## config.mk

```make
export PLATFORM = sky130hd
export DESIGN_NAME = fp16_dot_accum
export DESIGN_NICKNAME = d
export VERILOG_FILES = /design/src/rtl/fp16_pkg.sv /design/src/rtl/fp16_add.sv /design/src/rtl/fp16_dot_accum.sv
export SDC_FILE = /design/constraint.sdc
export NUM_CORES = 1
export LEC_CHECK = 0
export ABC_AREA = 1
export ABC_CLOCK_PERIOD_IN_PS = 13100
export BUFFER_PORTS_ARGS = -buffer_cell sky130_fd_sc_hd__buf_2
export CORE_MARGIN = 10
export CORE_UTILIZATION = 50
export CTS_CLUSTER_SIZE = 10
export DETAILED_ROUTE_END_ITERATION = 8
export PLACE_DENSITY = 0.68
export SYNTH_ARGS = -nofsm -noshare
export SYNTH_HDL_FRONTEND = slang
export SYNTH_HIERARCHICAL = 1
export SYNTH_SLANG_ARGS = --single-unit
export TNS_END_PERCENT = 50
```

## constraint.sdc

```tcl
create_clock -name clk -period 13.1 [get_ports clk]
set_input_delay 1.31 -clock clk [delete_from_list [all_inputs] [get_ports clk]]
set_output_delay 1.31 -clock clk [all_outputs]
set_load 0.005 [all_outputs]
```

## src/rtl/fp16_pkg.sv

```systemverilog
// Shared FP16 field widths, special encodings and accumulator state type,
// imported by the FP16 multiplier and the dot-product accumulator.
package fp16_pkg;

  localparam int FP16_EXP_W = 5;
  localparam int FP16_MAN_W = 10;
  localparam int FP16_BIAS  = 15;

  localparam logic [15:0] FP16_PZERO = 16'h0000;
  localparam logic [15:0] FP16_PINF  = 16'h7C00;
  localparam logic [15:0] FP16_NINF  = 16'hFC00;
  localparam logic [15:0] FP16_QNAN  = 16'h7E00;

  typedef enum logic {
    ST_ACC,
    ST_FULL
  } accum_state_t;

endpackage

```

## src/rtl/fp16_add.sv

```systemverilog
// Combinational FP16 adder: flush-to-zero inputs and outputs, guard/round/sticky
// alignment with round-to-nearest-even, canonical qNaN for invalid operations.
module fp16_add
  import fp16_pkg::*;
(
  input  logic [15:0] a,
  input  logic [15:0] b,
  output logic [15:0] y
);

  localparam logic signed [6:0] EMAX = 7'(2 * FP16_BIAS + 1);

  logic                  sa, sb;
  logic [FP16_EXP_W-1:0] ea, eb;
  logic [FP16_MAN_W-1:0] ma, mb;
  logic                  za, zb, ia, ib, na, nb;

  assign sa = a[15];
  assign sb = b[15];
  assign ea = a[14 -: FP16_EXP_W];
  assign eb = b[14 -: FP16_EXP_W];
  assign ma = a[FP16_MAN_W-1:0];
  assign mb = b[FP16_MAN_W-1:0];
  assign za = (ea == '0);
  assign zb = (eb == '0);
  assign ia = (ea == '1) && (ma == '0);
  assign ib = (eb == '1) && (mb == '0);
  assign na = (ea == '1) && (ma != '0);
  assign nb = (eb == '1) && (mb != '0);

  logic               swap, sx, sy;
  logic [4:0]         ex, ey, shamt;
  logic [10:0]        sigx, sigy;
  logic [42:0]        ywide;
  logic [13:0]        xal, yal, norm;
  logic [14:0]        raw;
  logic [3:0]         lz;
  logic [11:0]        rsig;
  logic               rup;
  logic signed [6:0]  eres, efin;
  logic [15:0]        gen;

  // The larger magnitude operand is x, so the subtract path never goes negative
  // and the result sign is simply the sign of x.
  always_comb begin
    swap  = {eb, mb} > {ea, ma};
    sx    = swap ? sb : sa;
    sy    = swap ? sa : sb;
    ex    = swap ? eb : ea;
    ey    = swap ? ea : eb;
    sigx  = {1'b1, (swap ? mb : ma)};
    sigy  = {1'b1, (swap ? ma : mb)};
    shamt = ex - ey;
    ywide = {sigy, 32'b0} >> shamt;
    xal   = {sigx, 3'b000};
    yal   = {ywide[42:30], |ywide[29:0]};
    raw   = (sx == sy) ? ({1'b0, xal} + {1'b0, yal}) : ({1'b0, xal} - {1'b0, yal});

    lz = 4'd0;
    for (int i = 0; i < 14; i++) begin
      if (raw[i]) lz = 4'(13 - i);
    end

    eres = $signed({2'b00, ex});
    norm = raw[13:0];
    if (raw[14]) begin
      norm = {raw[14:2], raw[1] | raw[0]};
      eres = eres + 7'sd1;
    end else begin
      norm = raw[13:0] << lz;
      eres = eres - $signed({3'b000, lz});
    end

    rup  = norm[2] & (norm[1] | norm[0] | norm[3]);
    rsig = {1'b0, norm[13:3]} + {11'b0, rup};
    efin = rsig[11] ? (eres + 7'sd1) : eres;

    if (raw == '0 || efin < 7'sd1) begin
      gen = FP16_PZERO;
    end else if (efin >= EMAX) begin
      gen = sx ? FP16_NINF : FP16_PINF;
    end else begin
      gen = {sx, efin[4:0], (rsig[11] ? rsig[10:1] : rsig[9:0])};
    end
  end

  // Specials take priority over the normal datapath result.
  always_comb begin
    y = gen;
    if (na || nb) begin
      y = FP16_QNAN;
    end else if (ia && ib) begin
      y = (sa == sb) ? a : FP16_QNAN;
    end else if (ia) begin
      y = a;
    end else if (ib) begin
      y = b;
    end else if (za && zb) begin
      y = {sa & sb, 15'b0};
    end else if (za) begin
      y = b;
    end else if (zb) begin
      y = a;
    end
  end

endmodule

```

## src/rtl/fp16_dot_accum.sv

```systemverilog
// Streaming FP16 dot-product accumulator: sums VEC_LEN consecutive products and
// presents each result behind a single-entry valid/ready output register.
module fp16_dot_accum
  import fp16_pkg::*;
#(
  parameter int VEC_LEN = 4
) (
  input  logic        clk,
  input  logic        rst,
  input  logic        in_valid,
  output logic        in_ready,
  input  logic [15:0] in_data,
  output logic        out_valid,
  input  logic        out_ready,
  output logic [15:0] out_data
);

  localparam logic [3:0] LAST = 4'(VEC_LEN - 1);

  accum_state_t state, state_nxt;
  logic [15:0]  acc, add_a, sum;
  logic [3:0]   cnt;
  logic         accept, last;

  assign out_valid = (state == ST_FULL);
  assign in_ready  = (state == ST_ACC) || out_ready;
  assign accept    = in_valid && in_ready;
  assign last      = (cnt == LAST);
  assign add_a     = (cnt == 4'd0) ? FP16_PZERO : acc;

  fp16_add u_add (
    .a (add_a),
    .b (in_data),
    .y (sum)
  );

  always_ff @(posedge clk) begin
    if (!rst) state <= ST_ACC;
    else      state <= state_nxt;
  end

  // A completing vector keeps the output full even while the old result drains.
  always_comb begin
    state_nxt = state;
    case (state)
      ST_ACC:  if (accept && last) state_nxt = ST_FULL;
      ST_FULL: begin
        if (accept && last)  state_nxt = ST_FULL;
        else if (out_ready)  state_nxt = ST_ACC;
      end
      default: state_nxt = ST_ACC;
    endcase
  end

  always_ff @(posedge clk) begin
    if (!rst) begin
      acc      <= FP16_PZERO;
      cnt      <= 4'd0;
      out_data <= FP16_PZERO;
    end else if (accept) begin
      if (last) begin
        out_data <= sum;
        acc      <= FP16_PZERO;
        cnt      <= 4'd0;
      end else begin
        acc <= sum;
        cnt <= cnt + 4'd1;
      end
    end
  end

endmodule

```

==> flow_summary.ini, run 1 <==
[placement]
hpwlAfterDp_um = 17650
dp.cells = 1503
io_buffers = 37
gp_congestion = 1.021

[worst_setup_path]
critPathMaxStageDelay_ns = 0.66
rr_startpoint = cnt[0]
worst_path_max_delay_cell = ha_1
start_kind = flop
cp_max_fo = 46
worstReg2RegEnd = acc[0]
cpMostUsedCell = nand2_1
cp.arrival_ns = 11.34
cp.required_ns = 13.32
endpoint_kind = flop
reg2regPathDepth = 66
reg2reg_slack_ns = 1.98
crit_type = reg2reg

[cts]
cts_setup_buffers = 0
cts_buffer_depth = 2
cts_root_buf = clkbuf_16
cts_max_level = 2
cts_hold_buf = 0
clock_sinks = 37
clk_pin_slew_ns = 0.06
cts-buffers-inserted = 5
clk_latency_ns = 0.29
cts_resized = 0
cts_tree = done

[global_route]
grt_pass1_vias = 7470
grt_pass1_wl_um = 36700
overflow = 0
antenna_found_initial = 0
grt_max_degree = 47
track_usage_pct = 21.51

[sta]
post-route-period-util_pct = 84.87
fin_skew_ns = 0.005047
relSlewSlack_pct = 53.84
period_needed_ns = 11.12
hold_violations = 0
finalSetupViolCount = 0
max_freq_mhz = 89.95
tightest_slew_ns = 0.6909
final.setup.tns_ns = 0
slew_viol_final = 0
rsz0062_at_grt = false

[worst_hold_path]
min_from = out_data[5]
hold_path_depth = 2
hold_path.class = reg2reg
worstHoldEndpoint = out_data[5]

[final_layout]
insertedDiodeCount = 0
fin_cells = 1511
layout.nets = 1396
drive_gt1_share_pct = 11.91
area_growth_syn_to_layout_pct = 4.128

[synth]
yosysWarningCount = 6
synth.distinct_cells = 59
synth-async-reset-ratio_pct = 0
avgSynthCellArea_um2 = 5.540
syn_inst = 1324
ys_ff_latch = 37
synthFlopType = dfxtp_1
syn-num-nets = 1394
syn_area_um2 = 7335
synth-seq-area-share_pct = 10.10
synth_edf_count = 0

[routing]
via_count = 8311
wl_per_cell_um = 14.48
finalWirelength_um = 21880
wl_met2_um = 9842
drc_errors = 0
dr.pass1.iters = 5
antenna_left = 0
highest_layer = met4
wl_met1_um = 10340
wl_met3_um = 1205
first_iter_violations = 655
routed_via_density = 5.500

[pwr]
ir_drop_v = 0.00006797
power.total_mw = 1.552
leakagePower_nw = 4.095
power.density_nw_per_um2 = 203.2

[floorplan]
coreArea_um2 = 14480
io_pins = 38
fp-row-count = 44
dieWidth_um = 141.1
fp.dieH_um = 141.1
start_util_pct = 50.66
die-area_um2 = 19910

[run]
cap_violations = 0

[outcome]
outcome = finished clean
[power by group]
part / internal [mW] / switching [mW]
combinational: 0.410 / 0.892
clock: 0.0707 / 0.0493
sequential: 0.124 / 0.00567
total: 0.605 / 0.947
[cell usage after synthesis (16+ instances only)]
library cell	instances	area [um^2]
a21oi_1	62	310.3
clkbuf_1	16	60.06
dfxtp_1	37	740.7
ha_1	48	600.6
inv_1	154	578.1
inv_2	19	71.32
nand2_1	421	1580
nand2_2	33	206.5
nand3_1	186	930.9
nand4_1	23	143.9
nor2_1	117	439.2
o21ai_0	41	205.2
[metrics by stage]
step	hold WS (ns)	setup slack [ns]	utilization, %	area [um^2]
after floorplan	0.4417	4.361	-	7335
after global placement	0.4281	2.102	51.74	7491
after detailed placement	0.4322	2.009	51.74	7491
after CTS	0.4460	2.089	52.75	7637
after global routing	0.4792	0.7105	52.75	7637
final	0.4430	1.982	52.75	7637
[registers in the layout (all words and copies together) (netlist names)]
register,flops
acc,16
cnt,4
out_data,16
out_valid,1
[cell usage in the layout, fill, tap and decap left out, types with 9 or more instances in the layout]
master	synthesis	routed
dfxtp_1	37	37
ha_1	48	48
inv_2	19	19
inv_1	154	154
nand3_2	10	10
xor2_1	14	14
nand2_4	9	9
a21oi_2	9	9
nand4_1	23	23
nand2_2	33	33
o21ai_1	13	13
buf_2	14	37
nor2_1	117	117
o21ai_0	41	41
a21oi_1	62	62
nand3_1	186	186
nand2_1	421	421
[area by class of cell]
| class | instances | area, um^2 |
|---|---|---|
| Fill cell | 1603 | 6842 |
| Clock buffer | 5 | 125.1 |
| Timing Repair Buffer | 39 | 200.2 |
| Inverter | 179 | 675.6 |
| Tap cell | 184 | 230.2 |
| Clock inverter | 3 | 21.27 |
| Multi-Input combinational cell | 1064 | 5644 |
| Sequential cell | 37 | 740.7 |
[logic make-up (layout without fill, tap and decap cells)]
family / count (synthesis) / after routing / share of synthesized area (%)
DFF: 37 / 37 / 10.10
AOI/OAI and AO/OA: 155 / 155 / 12.73
and+or+nand+nor: 837 / 837 / 52.76
xor gates and xnor gates: 22 / 22 / 2.730
adders and majority gates: 50 / 50 / 8.734
buffers and inverters: 223 / 226 / 12.95
[per-layer routing]
metal  up-vias  track usage, %
li1       4283               -
met1      3724           30.20
met2       264           34.10
met3        40           2.385
met4         0           5.109
met5         -               0
[how the worst max path moves through the flow]
stage                startpoint  depth (start not counted)      end  slack [ns]
floorplan           in_data[10]                         59  acc[10]        4.36
global placement    in_data[10]                         61  acc[15]        2.10
detailed placement  in_data[10]                         61  acc[15]        2.01
CTS                      cnt[0]                         66  acc[15]        2.09
global route             cnt[0]                         69   acc[0]        0.71
finish                   cnt[0]                         66   acc[0]        1.98
[worst max-delay path: cells and delay by family (launching register included)]
family / cells / cell delay (ns)
flip-flops: 1 / 0.34
AO/OA/AOI/OAI: 12 / 1.89
buffers and inverters: 11 / 1.36
AND/OR/NAND/NOR: 38 / 5.26
adder cells (fa/ha/maj): 5 / 2.11
(Power assumes the default switching activity.)
==> inputs of run 2 (changes only) <==
--- a/config.mk
+++ b/config.mk
@@ -6,7 +6,7 @@
 export NUM_CORES = 1
 export LEC_CHECK = 0
 export ABC_AREA = 1
-export ABC_CLOCK_PERIOD_IN_PS = 13100
+export ABC_CLOCK_PERIOD_IN_PS = 10570
 export BUFFER_PORTS_ARGS = -buffer_cell sky130_fd_sc_hd__buf_2
 export CORE_MARGIN = 10
 export CORE_UTILIZATION = 50
==> constraint.sdc (replaced) <==
create_clock -name clk -period 10.57 [get_ports clk]
set_input_delay 1.057 -clock clk [delete_from_list [all_inputs] [get_ports clk]]
set_output_delay 1.057 -clock clk [all_outputs]
set_load 0.005 [all_outputs]
==> run 2 against run 1 <==
  * Total power is 29% higher
  * Die area stayed put
  * Cell count is 1.5% higher
  * Flip-flop and latch count stayed put
  * Critical path type unchanged
  * Largest power group unchanged
  * Highest routed layer unchanged
==> flow_summary.ini, run 2 (synthesized netlist as in run 1, its figures left out) <==
[outcome]
outcome = finished clean

[worst_setup_path]
rr_startpoint = cnt[0]
cp_max_fo = 20
start_kind = flop
cpMostUsedCell = nand2_1
critPathMaxStageDelay_ns = 0.40
worst_path_max_delay_cell = ha_2
reg2regPathDepth = 63
cp.required_ns = 10.79
crit_type = reg2reg
cp.arrival_ns = 9.92
endpoint_kind = flop
reg2reg_slack_ns = 0.87
worstReg2RegEnd = acc[15]

[sta]
rsz0062_at_grt = false
relSlewSlack_pct = 48.58
final.setup.tns_ns = 0
fin_skew_ns = 0.007930
post-route-period-util_pct = 91.79
period_needed_ns = 9.703
finalSetupViolCount = 0
setup_ws_ns = 0.8674
slew_viol_final = 0
max_freq_mhz = 103.1
tightest_slew_ns = 0.7632
hold_violations = 0

[worst_hold_path]
hold_path_depth = 2
worstHoldEndpoint = out_data[5]
hold_path.class = reg2reg
min_from = out_data[5]

[final_layout]
drive_gt1_share_pct = 14.23
ff_latch_area_um2 = 740.7
utilization_pct = 54.55
final_common_cell = nand2_1
final_cell_mix = 421 x nand2_1, 186 x nand3_1, 154 x inv_1
reg_top3 = acc x16, out_data x16, cnt x4
multiInputGateArea_um2 = 5712
insertedDiodeCount = 0
layout.nets = 1418
area_growth_syn_to_layout_pct = 7.694
fin_cells = 1533
n_fill_cell = 1528

[routing]
first_iter_violations = 812
finalWirelength_um = 22660
wl_met3_um = 1469
wl_met1_um = 10460
dr.pass1.iters = 6
drc_errors = 0
via_count = 8538
wl_met2_um = 10130
wl_per_cell_um = 14.78
routed_via_density = 5.569
highest_layer = met4
antenna_left = 0

[cts]
cts_root_buf = clkbuf_16
cts_buffer_depth = 2
cts_max_level = 2
clock_sinks = 37
clk_latency_ns = 0.28
cts_tree = done
cts_hold_buf = 0
clk_pin_slew_ns = 0.06
cts-buffers-inserted = 5

[floorplan]
start_util_pct = 50.66
dieWidth_um = 141.1
io_pins = 38
coreArea_um2 = 14480
fp-row-count = 44
die-area_um2 = 19910
fp.dieH_um = 141.1

[placement]
pre_cts_ws_ns = 0.5004
hpwlAfterDp_um = 17860
dp.cells = 1512
io_buffers = 37
gp_congestion = 1.015

[pwr]
ir_drop_v = 0.00009893
seqPwrFrac_pct = 8.0
pwr-share-clk_pct = 8.5
leakagePower_nw = 4.210
power.density_nw_per_um2 = 253.9
p_switching_mw = 1.207
p_sw_share_pct = 60.18
intPower_uw = 798.7
p_comb_share_pct = 83.5

[global_route]
track_usage_pct = 21.40
overflow = 0
grt_max_degree = 30
grt_pass1_wl_um = 36580
antenna_found_initial = 0
grt_pass1_vias = 7572

[run]
cap_violations = 0
==> run 2: cell types whose count changed in the layout (fill, tap and decap cells not counted), sizes merged <==
cell and change:
buf +20, clkbuf +2, bufinv +1, clkinv -1, clkinvlp +1, inv -1
==> run 2: metrics by stage <==
step                cell area, um^2  power (mW)  hold slack [ns]
floorplan                      7335       1.426           0.4417
global placement               7559       1.760           0.4267
detailed placement             7559       1.761           0.4360
CTS                            7726       1.940           0.4485
global route                   7899       2.211           0.4649
finish                         7899       2.006           0.4447
==> run 2: critical path: cells and delay by family, from the launching register on <==
family                   cells  cell delay (ns)
buffers and inverters       11             1.29
AND/OR/NAND/NOR             34             3.71
flip-flops                   1             0.39
AO/OA/AOI/OAI                9             1.83
XOR/XNOR                     3             0.54
adder cells (fa/ha/maj)      6             1.84
==> run 2: timing repair <==
action,CTS,global route
gates resized for setup,0,22
endpoints found under the setup margin,0,32
buffers inserted,0,12
endpoints found under the hold margin,0,0
==> run 2: power groups by stage <==
stage / registers [mW] / clock network [mW] / logic [mW]
2_1_floorplan: 0.162 / 0 / 1.26
3_3_place_gp: 0.163 / 0 / 1.60
3_5_place_dp: 0.163 / 0 / 1.60
4_1_cts: 0.160 / 0.172 / 1.61
5_1_grt: 0.161 / 0.178 / 1.87
6_report: 0.160 / 0.170 / 1.68
==> run 2: area by class of cell <==
class	count	area share, %
Multi-Input combinational cell	1064	72.31
Sequential cell	37	9.377
Inverter	179	8.601
Timing Repair Buffer	60	4.578
Tap cell	184	2.915
Clock buffer	6	1.632
Clock inverter	2	0.4910
Timing Repair inverter	1	0.09504
==> run 2: worst max path at each step <==
stage	cells past startpoint	end	slack, ns	from
after floorplan	66	acc[10]	1.91	cnt[0]
after global placement	56	acc[15]	0.56	cnt[0]
after detailed placement	63	acc[15]	0.50	cnt[0]
after CTS	67	acc[5]	0.46	cnt[0]
after global routing	71	acc[5]	0.007	cnt[0]
final	63	acc[15]	0.87	cnt[0]
==> run 2: per-layer routing <==
| layer | GRT usage, % | vias up |
|---|---|---|
| li1 | - | 4313 |
| met1 | 28.85 | 3849 |
| met2 | 34.00 | 320 |
| met3 | 3.325 | 56 |
| met4 | 6.685 | 0 |
| met5 | 0 | - |
